[config.mk]
export PLATFORM = sky130hd
export DESIGN_NAME = door_cmd_sched
export DESIGN_NICKNAME = d
export VERILOG_FILES = /design/src/rtl/door_cmd_sched.sv
export SDC_FILE = /design/constraint.sdc
export NUM_CORES = 1
export LEC_CHECK = 0
export ABC_AREA = 1
export BUFFER_PORTS_ARGS = -buffer_cell sky130_fd_sc_hd__buf_2
export CAP_MARGIN = 0
export CORE_MARGIN = 2
export CORE_UTILIZATION = 30
export DETAILED_ROUTE_END_ITERATION = 8
export GPL_TIMING_DRIVEN = 0
export HOLD_SLACK_MARGIN = 0.03
export PLACE_DENSITY = 0.47
export SLEW_MARGIN = 25
export SYNTH_ARGS = -nofsm -noshare
export SYNTH_HDL_FRONTEND = slang
export SYNTH_SLANG_ARGS = --single-unit
export TNS_END_PERCENT = 5
[constraint.sdc]
create_clock -name clk2m -period 2.02 [get_ports clk2m]
set_clock_uncertainty 0.2 [all_clocks]
set_input_delay 0.505 -clock clk2m [delete_from_list [all_inputs] [get_ports clk2m]]
set_output_delay 0.505 -clock clk2m [all_outputs]
set_load 0.05 [all_outputs]
[src/rtl/door_cmd_sched.sv]
// door_cmd_sched - command scheduler in front of the door FSM.
//
// Shares the door FSM's key_up/key_down inputs between a local push-button
// panel (synchronized + debounced) and a remote command port. Each motion is
// supervised with a travel timeout, and an opened door is reclosed
// automatically after a hold time.
//
// Ports:
//   clk2m                 2 MHz system clock, rising edge
//   rst_n                 asynchronous active-low reset
//   loc_up, loc_down      raw local buttons (asynchronous)
//   rem_req, rem_dir      remote request pulse / direction (1 = up)
//   sense_up, sense_down  raw limit switches (asynchronous)
//   ml, mr                door FSM motor outputs (monitor only)
//   fault_clr             pulse that leaves FAULT
//   key_up, key_down      key pulses to the door FSM
//   grant_loc, grant_rem  owner of the current motion
//   busy                  high while issuing/moving
//   fault                 high in FAULT
//   req_rej               one-cycle pulse per rejected request
module door_cmd_sched #(
  parameter int unsigned DEBOUNCE_CYC  = 20,
  parameter int unsigned PULSE_CYC     = 2,
  parameter int unsigned TRAVEL_TO_CYC = 4000,
  parameter int unsigned AUTOCLOSE_CYC = 20000
) (
  input  logic clk2m,
  input  logic rst_n,
  input  logic loc_up,
  input  logic loc_down,
  input  logic rem_req,
  input  logic rem_dir,
  input  logic sense_up,
  input  logic sense_down,
  input  logic ml,
  input  logic mr,
  input  logic fault_clr,
  output logic key_up,
  output logic key_down,
  output logic grant_loc,
  output logic grant_rem,
  output logic busy,
  output logic fault,
  output logic req_rej
);

  localparam int unsigned DB_W = $clog2(DEBOUNCE_CYC + 1);
  localparam int unsigned PL_W = $clog2(PULSE_CYC + 1);
  localparam int unsigned TR_W = $clog2(TRAVEL_TO_CYC + 1);
  localparam int unsigned AC_W = $clog2(AUTOCLOSE_CYC + 1);

  localparam logic [DB_W-1:0] DB_MAX  = DB_W'(DEBOUNCE_CYC);
  localparam logic [DB_W-1:0] DB_LAST = DB_W'(DEBOUNCE_CYC - 1);
  localparam logic [PL_W-1:0] PL_MAX  = PL_W'(PULSE_CYC);
  localparam logic [PL_W-1:0] PL_LAST = PL_W'(PULSE_CYC - 1);
  localparam logic [TR_W-1:0] TR_MAX  = TR_W'(TRAVEL_TO_CYC);
  localparam logic [TR_W-1:0] TR_LAST = TR_W'(TRAVEL_TO_CYC - 1);
  localparam logic [AC_W-1:0] AC_MAX  = AC_W'(AUTOCLOSE_CYC);
  localparam logic [AC_W-1:0] AC_LAST = AC_W'(AUTOCLOSE_CYC - 1);

  typedef enum logic [2:0] {
    S_IDLE,
    S_ISSUE,
    S_MOVE,
    S_HOLD_OPEN,
    S_FAULT
  } state_t;

  // ---------------- input conditioning ----------------
  logic [1:0] loc_up_sync, loc_down_sync, sense_up_sync, sense_down_sync;

  always_ff @(posedge clk2m or negedge rst_n) begin
    if (!rst_n) begin
      loc_up_sync     <= '0;
      loc_down_sync   <= '0;
      sense_up_sync   <= '0;
      sense_down_sync <= '0;
    end else begin
      loc_up_sync     <= {loc_up_sync[0], loc_up};
      loc_down_sync   <= {loc_down_sync[0], loc_down};
      sense_up_sync   <= {sense_up_sync[0], sense_up};
      sense_down_sync <= {sense_down_sync[0], sense_down};
    end
  end

  logic       su_s, sd_s;
  logic [1:0] loc_s;      // [0] = up, [1] = down
  assign su_s  = sense_up_sync[1];
  assign sd_s  = sense_down_sync[1];
  assign loc_s = {loc_down_sync[1], loc_up_sync[1]};

  logic [DB_W-1:0] db_cnt [2];
  logic [1:0]      db_lvl, db_lvl_q, ev;

  // Level rises on the DEBOUNCE_CYC-th consecutive synced-high sample.
  always_ff @(posedge clk2m or negedge rst_n) begin
    if (!rst_n) begin
      for (int unsigned i = 0; i < 2; i++) db_cnt[i] <= '0;
      db_lvl   <= '0;
      db_lvl_q <= '0;
    end else begin
      db_lvl_q <= db_lvl;
      for (int unsigned i = 0; i < 2; i++) begin
        if (!loc_s[i]) begin
          db_cnt[i] <= '0;
          db_lvl[i] <= 1'b0;
        end else begin
          if (db_cnt[i] != DB_MAX) db_cnt[i] <= db_cnt[i] + DB_W'(1);
          if (db_cnt[i] >= DB_LAST) db_lvl[i] <= 1'b1;
        end
      end
    end
  end

  assign ev = db_lvl & ~db_lvl_q;

  // ---------------- arbitration ----------------
  logic req_valid, req_up, req_loc, req_rem, lost;

  always_comb begin
    req_valid = 1'b0;
    req_up    = 1'b0;
    req_loc   = 1'b0;
    req_rem   = 1'b0;
    lost      = 1'b0;
    if (ev[0] && ev[1]) begin
      lost = 1'b1;                      // conflicting local keys, remote loses too
    end else if (ev[0] || ev[1]) begin
      req_valid = 1'b1;
      req_up    = ev[0];
      req_loc   = 1'b1;
      lost      = rem_req;
    end else if (rem_req) begin
      req_valid = 1'b1;
      req_up    = rem_dir;
      req_rem   = 1'b1;
    end
  end

  // ---------------- FSM ----------------
  state_t          state, state_n;
  logic            dir_up, dir_up_n, own_loc, own_loc_n, own_rem, own_rem_n, rej;
  logic [PL_W-1:0] pulse_cnt;
  logic [TR_W-1:0] tr_cnt;
  logic [AC_W-1:0] ac_cnt;

  always_ff @(posedge clk2m or negedge rst_n) begin
    if (!rst_n) begin
      state   <= S_IDLE;
      dir_up  <= 1'b0;
      own_loc <= 1'b0;
      own_rem <= 1'b0;
    end else begin
      state   <= state_n;
      dir_up  <= dir_up_n;
      own_loc <= own_loc_n;
      own_rem <= own_rem_n;
    end
  end

  always_comb begin
    state_n   = state;
    dir_up_n  = dir_up;
    own_loc_n = own_loc;
    own_rem_n = own_rem;
    rej       = lost;
    case (state)
      S_IDLE: begin
        if (req_valid) begin
          if (req_up ? su_s : sd_s) begin
            rej = 1'b1;
          end else begin
            state_n   = S_ISSUE;
            dir_up_n  = req_up;
            own_loc_n = req_loc;
            own_rem_n = req_rem;
          end
        end
      end
      S_ISSUE: begin
        if (req_valid) rej = 1'b1;
        if (pulse_cnt == PL_LAST) state_n = S_MOVE;
      end
      S_MOVE: begin
        if (req_valid) rej = 1'b1;
        // Target sensor wins over motor conflict and timeout.
        if (dir_up ? su_s : sd_s) begin
          state_n   = dir_up ? S_HOLD_OPEN : S_IDLE;
          own_loc_n = 1'b0;
          own_rem_n = 1'b0;
        end else if ((ml && mr) || (tr_cnt >= TR_LAST)) begin
          state_n   = S_FAULT;
          own_loc_n = 1'b0;
          own_rem_n = 1'b0;
        end
      end
      S_HOLD_OPEN: begin
        if (req_valid && !req_up && !sd_s) begin
          state_n   = S_ISSUE;
          dir_up_n  = 1'b0;
          own_loc_n = req_loc;
          own_rem_n = req_rem;
        end else begin
          if (req_valid) rej = 1'b1;
          if (!su_s) begin
            state_n = S_IDLE;
          end else if (ac_cnt >= AC_LAST) begin
            state_n   = S_ISSUE;       // auto-close: internal, unowned
            dir_up_n  = 1'b0;
            own_loc_n = 1'b0;
            own_rem_n = 1'b0;
          end
        end
      end
      S_FAULT: begin
        if (req_valid) rej = 1'b1;
        if (fault_clr) state_n = S_IDLE;
      end
      default: state_n = S_IDLE;
    endcase
  end

  // Per-state counters: clear outside their state, saturate inside it.
  always_ff @(posedge clk2m or negedge rst_n) begin
    if (!rst_n) begin
      pulse_cnt <= '0;
      tr_cnt    <= '0;
      ac_cnt    <= '0;
    end else begin
      if (state != S_ISSUE)       pulse_cnt <= '0;
      else if (pulse_cnt != PL_MAX) pulse_cnt <= pulse_cnt + PL_W'(1);
      if (state != S_MOVE)        tr_cnt <= '0;
      else if (tr_cnt != TR_MAX)  tr_cnt <= tr_cnt + TR_W'(1);
      if (state != S_HOLD_OPEN)   ac_cnt <= '0;
      else if (ac_cnt != AC_MAX)  ac_cnt <= ac_cnt + AC_W'(1);
    end
  end

  // ---------------- registered outputs ----------------
  always_ff @(posedge clk2m or negedge rst_n) begin
    if (!rst_n) begin
      key_up    <= 1'b0;
      key_down  <= 1'b0;
      grant_loc <= 1'b0;
      grant_rem <= 1'b0;
      busy      <= 1'b0;
      fault     <= 1'b0;
      req_rej   <= 1'b0;
    end else begin
      key_up    <= (state == S_ISSUE) && dir_up;
      key_down  <= (state == S_ISSUE) && !dir_up;
      grant_loc <= ((state == S_ISSUE) || (state == S_MOVE)) && own_loc;
      grant_rem <= ((state == S_ISSUE) || (state == S_MOVE)) && own_rem;
      busy      <= (state == S_ISSUE) || (state == S_MOVE);
      fault     <= (state == S_FAULT);
      req_rej   <= rej;
    end
  end

endmodule

Word level (Yosys, flattened, before mapping)
Cells that the tools add are included.
Operators by class
  reduce and logical (&&, ||, !) cells: 24
  equal/unequal tests: 25
  order comparisons: 4
  bitwise operators: 2
  add/subtract/negate cells: 5
  muxes and demuxes: 60
Operator list (count)
  2-to-1 mux 1 bit: 35
  2-to-1 mux 15 bit: 2
  2-to-1 mux 3 bit: 9
  2-to-1 mux 12 bit: 2
  2-to-1 mux 5 bit: 4
  adder 15 x 1 -> 15 bit (second input constant): 1
  greater-or-equal comparator 15 bit (second input constant): 1
  inequality test 15 bit (second input constant): 1
  one-hot mux 3 bit (5 select lines): 1
  adder 12 x 1 -> 12 bit (second input constant): 1
  greater-or-equal comparator 12 bit (second input constant): 1
  inequality test 12 bit (second input constant): 1
  AND reduction 6 bit: 2
  adder 5 x 1 -> 5 bit (second input constant): 2
  greater-or-equal comparator 5 bit (second input constant): 2
  inequality test 2 bit (second input constant): 5
  inequality test 5 bit (second input constant): 2
  inequality test 3 bit (second input constant): 3
  one-hot mux 1 bit (3 select lines): 3
  logical AND 1 bit: 8
  inequality test 2 x 1 -> 1 bit (second input constant): 4
  nonzero test 2 bit: 4
  == test 3 x 2 -> 1 bit (second input constant): 2
  2-to-1 mux 2 bit: 3
  other kinds (16): 21
Storage, ports and cells
  output and inout bits: 7
  word-level logic and storage cells: 143
  bits in registers: 64
  input bits: 11

Logic depth before layout (Yosys ltp)
  depth in word-level cells: 10
  depth in mapped cells: 14
  depth with buffers taken out: 14

Worst setup path before layout
Ideal clock, no wire load.
  path kind: register to register
  from: reg db_lvl[1]
  to: reg own_loc
  path buffers: 0
  stages on the path, launching flop included: 15
  data arrival time: 1.549 ns
  slack: 0.155 ns
  data required time: 1.704 ns
  clock period less this slack: 1.865 ns
  path through: dfrtp_1 > inv_1 > nor2_1 > inv_1 > ha_1 > inv_2 > nand2_1 > nand3_1 > nand3_2 > nand2_1 > nand3_1 > nor2_2 > nand2_1 > nand2_1 > nand2_1
Between the ends
  longest elaborated chain between the ends: 9
  elaborated cells on any way between the ends: 22
Ends and longest elaborated chain
  start: declaration: RTL line 93  | logic [1:0] db_lvl, db_lvl_q, ev;
  start signal: assignment: RTL line 99  | db_lvl <= '0;
  start signal: indexed assignment: RTL line 106  | db_lvl[i] <= 1'b0;
  start signal: indexed assignment: RTL line 109  | if (db_cnt[i] >= DB_LAST) db_lvl[i] <= 1'b1;
  bitwise AND 2 bit (*): RTL line 115  | assign ev = db_lvl & ~db_lvl_q;
  logical OR 1 bit: RTL line 128  | end else if (ev[0] || ev[1]) begin
  2-to-1 mux 1 bit: RTL line 128
  2-to-1 mux 1 bit: RTL line 126  | if (ev[0] && ev[1]) begin
  zero test 1 bit: RTL line 198  | if (req_valid && !req_up && !sd_s) begin
  logical AND 1 bit (2 in a row): RTL line 198
  inequality test 3 bit (no line) or 2-to-1 mux 1 bit (tied branches)
  AND reduction 6 bit (no line) or one-hot mux 1 bit (3 select lines) (tied branches)
  end signal: assignment: RTL line 156  | own_loc <= own_loc_n;
  end: declaration: RTL line 142  | logic dir_up, dir_up_n, own_loc, own_loc_n, own_rem, own_rem_n, rej;
Mark *: on every way between the ends. The rest lies on a longest branch, timed or not. The select of a mux whose other input is x is not followed.
A chain may end at the register's enable or synchronous reset.

Worst setup path after layout
  from: reg db_lvl[1]
  to: reg dir_up
Between the ends
  longest elaborated chain between the ends: 9
  elaborated cells on any way between the ends: 20
Ends and longest elaborated chain
  bitwise AND 2 bit (*): RTL line 115
  logical OR 1 bit: RTL line 128
  2-to-1 mux 1 bit: RTL line 128
  2-to-1 mux 1 bit: RTL line 126
  zero test 1 bit: RTL line 198
  logical AND 1 bit (2 in a row): RTL line 198
  inequality test 3 bit (no line) or 2-to-1 mux 1 bit (tied branches)
  AND reduction 5 bit (no line) or one-hot mux 1 bit (2 select lines) (tied branches)
  end signal: assignment: RTL line 155  | dir_up <= dir_up_n;
  end: declaration: RTL line 142
Marks and branches as above.

==> out/results.ini <==
[outcome]
status = complete, no violations

[logic_synthesis]
syn_area_mm2 = 0.00338
synth_top_family_by_area = simple AND/OR/NAND/NOR gates
yosys-top-cells-area = dfrtp_1 47%, inv_1 7.0%, nand2_1 6.9%
ys.flop_type = dfrtp_1
syn_nets = 428
synth_adder_area_share_pct = 4.45
synthMuxAreaShare_pct = 0
synth_top_area_share_pct = 47.4
synth-compound-area-share_pct = 9.19
yosysTopAreaCell = dfrtp_1
synth_most_common_cell = dfrtp_1
synthDistinctLibCells = 33
synth_seq_cells = 64
synthArstFlopShare_pct = 100
avgSynthCellArea_um2 = 8.34
yosys.area_share.simple_pct = 29.4
synthCells = 405
seq_area_frac_synth_pct = 47.4
synth_xor_area_share_pct = 1.30
ys_warn_count = 0
synth-edff-count = 0
synthTopCellsByCount = 64 x dfrtp_1, 63 x inv_1, 62 x nand2_1

[worst_hold_path]
hp-class = input port to flop
min_path_cells = 1

[timing]
drv_slew = 0
tightest_slew_ns = 0.337
fmax_ghz = 0.524
finalHoldViolations = 0
min_period_over_period_pct = 94.4
worst_hold_slack_ns = 0.0566
slew_headroom_pct = 77.5
finalSetupViolations = 0
layout_min_cycle_time_ns = 1.91

[floorplan]
rows = 38
die_w_um = 110
die_area_mm2 = 0.0121
initial_core_util_pct = 31.0
pin_count = 18
coreArea_mm2 = 0.0109
die_h_um = 110

[finish]
layout.nets = 464
diodes = 0
regArea_mm2 = 0.00160
multi_input_area_mm2 = 0.00160
fillers = 1114
fin_cells = 586
layout-drive-gt1-share_pct = 22.9
area_growth_pct = 20.1

[place]
dp_cells = 563
gp_congestion = 0.802
dpl.hpwl_um = 4610
port_buffers = 17

[grt]
overflow = 0
grt_pass1_wl_um = 10900
grt_pass1_vias = 2367
grt_util_all_layers_pct = 11.6
grt_max_degree = 43
antenna_found_initial = 0

[clock_tree]
cts-buffers-inserted = 9
path_clk_slew_ns = 0.08
clk_latency_ns = 0.35
root_buffer = clkbuf_8
cts_tree = done
clock_path_buffers = 2
cts.sinks = 64
h-tree-depth = 3

[pwr]
leakagePower_nw = 1.92
p_clk_share_pct = 31.8
peakVddDrop_mv = 0.395
switching_share_pct = 36.0
p_comb_share_pct = 29.7
switchingPower_w = 0.00141
p_int_w = 0.00250
cellPowerDensity_mw_per_mm2 = 965
p_seq_share_pct = 38.5

[worst_setup_path]
path_buf_inv = 5
reg2reg_depth = 13
cp_cell_sequence = inv_2, nor2_4, buf_6, ha_4, inv_4, o21ai_4, inv_2, nand3_4, buf_4, nand4_1, nand3_1, nand2_1, nand2_1
cp.required_ns = 2.06
cp_max_fo = 5
endpoint_kind = flop
critPathKind = flop to flop
crit_path_max_incr_delay_ns = 0.40
crit_path_top_delay_cell = dfrtp_1
crit_family = simple AND/OR/NAND/NOR gates
start_kind = flop
cp.arrival_ns = 1.95
path_depth = 13

[routing]
first_pass_iters = 4
drc = 0
final_antenna_net_count = 0
avgRoutedWirePerCell_um = 11.1
num_vias = 2593
drt_iter0_markers = 64
finalWirelength_um = 6520
via_per_inst = 4.42

[run]
drv_cap = 0

## metal layers
layer	vias up	share of wire (%)	global-route usage, %	wire length (um)
li1	1381	-	-	-
met4	0	1.5	3.71	100
met1	1171	50	15.9	3270
met3	8	4.4	3.94	288
met5	-	0	0	0
met2	33	44	17.2	2860
## kinds of logic after synthesis
group / Yosys count
AO/OA/AOI/OAI: 57
XOR/XNOR: 5
buffers and inverters: 73
AND/OR/NAND/NOR: 194
flip-flops: 64
adder cells (fa/ha/maj): 12
## timing repair
| action | 4_1_cts | 5_1_grt |
|---|---|---|
| hold endpoints to repair | 22 | 0 |
| endpoints found under the setup margin | 3 | 6 |
| setup buffers | 1 | 5 |
| hold buffers | 1 | 0 |
| gates resized for setup | 2 | 26 |
| pin swaps | 1 | 7 |
## state kept, by name, indices dropped and copies added, names as in the netlist, 2 cells and up
name and flops:
state 3, loc_down_sync 2, tr_cnt 12, db_cnt 10
ac_cnt 15, loc_up_sync 2, db_lvl 2, pulse_cnt 2
db_lvl_q 2, sense_down_sync 2, sense_up_sync 2
## power groups by stage
stage | clock network [W] | registers, W | logic, W
6_report | 0.00124 | 0.00151 | 0.00116
5_1_grt | 0.00134 | 0.00153 | 0.00130
3_5_place_dp | 0 | 0.00153 | 0.00109
3_3_place_gp | 0 | 0.00153 | 0.00108
4_1_cts | 0.00130 | 0.00151 | 0.00110
2_1_floorplan | 0 | 0.00166 | 0.000704
## layout make-up
| type | count | share of cell area, % |
|---|---|---|
| sequential | 64 | 39.5 |
| clock buffer | 11 | 3.49 |
| tap | 140 | 4.32 |
| buffer | 2 | 0.247 |
| multi-input combinational | 268 | 39.4 |
| inverter | 71 | 6.76 |
| clock inverter | 5 | 1.98 |
| timing repair buffer | 25 | 4.29 |
## through the flow
stage | setup slack [ns] | TNS (ns) | util [%] | power, W | instance area (um2)
2_1_floorplan | 0.155 | 0 | - | 0.00236 | 3380
3_3_place_gp | -0.0838 | -5.00 | 33.4 | 0.00261 | 3640
3_5_place_dp | -0.0544 | -0.105 | 33.7 | 0.00263 | 3670
4_1_cts | 0.000806 | 0 | 35.9 | 0.00391 | 3910
5_1_grt | -0.00854 | -0.00854 | 37.2 | 0.00417 | 4050
6_report | 0.113 | 0 | 37.2 | 0.00391 | 4050
## cells in the final DEF (no fill, tap or decap), drive strengths merged
cell type     n
a31oi         2
nand2        75
dlygate4sd3   1
a21boi        1
xor2          5
nor4          1
a21oi        19
buf          26
ha           12
o22ai         1
clkinvlp      2
bufinv        2
and3          1
clkinv        1
nand3        39
dfrtp        64
a211oi        1
o21ai        29
o2111ai       1
nor2         57
a41oi         1
or2           2
clkbuf       11
nand4        11
inv          71
nor3          8
o21a          2
## worst paths after layout
path                                start                  to  slack (ns)
setup reg to reg                db_lvl[1]              dir_up        0.11
setup / recovery                db_lvl[1]              dir_up        0.11
min in group asynchronous           rst_n           ac_cnt[1]        0.40
max in group asynchronous           rst_n  sense_down_sync[1]        0.69
hold / removal                     loc_up      loc_up_sync[0]        0.06
hold reg to reg            loc_up_sync[0]      loc_up_sync[1]        0.15
Note: power is estimated with default switching activity, not from simulation.
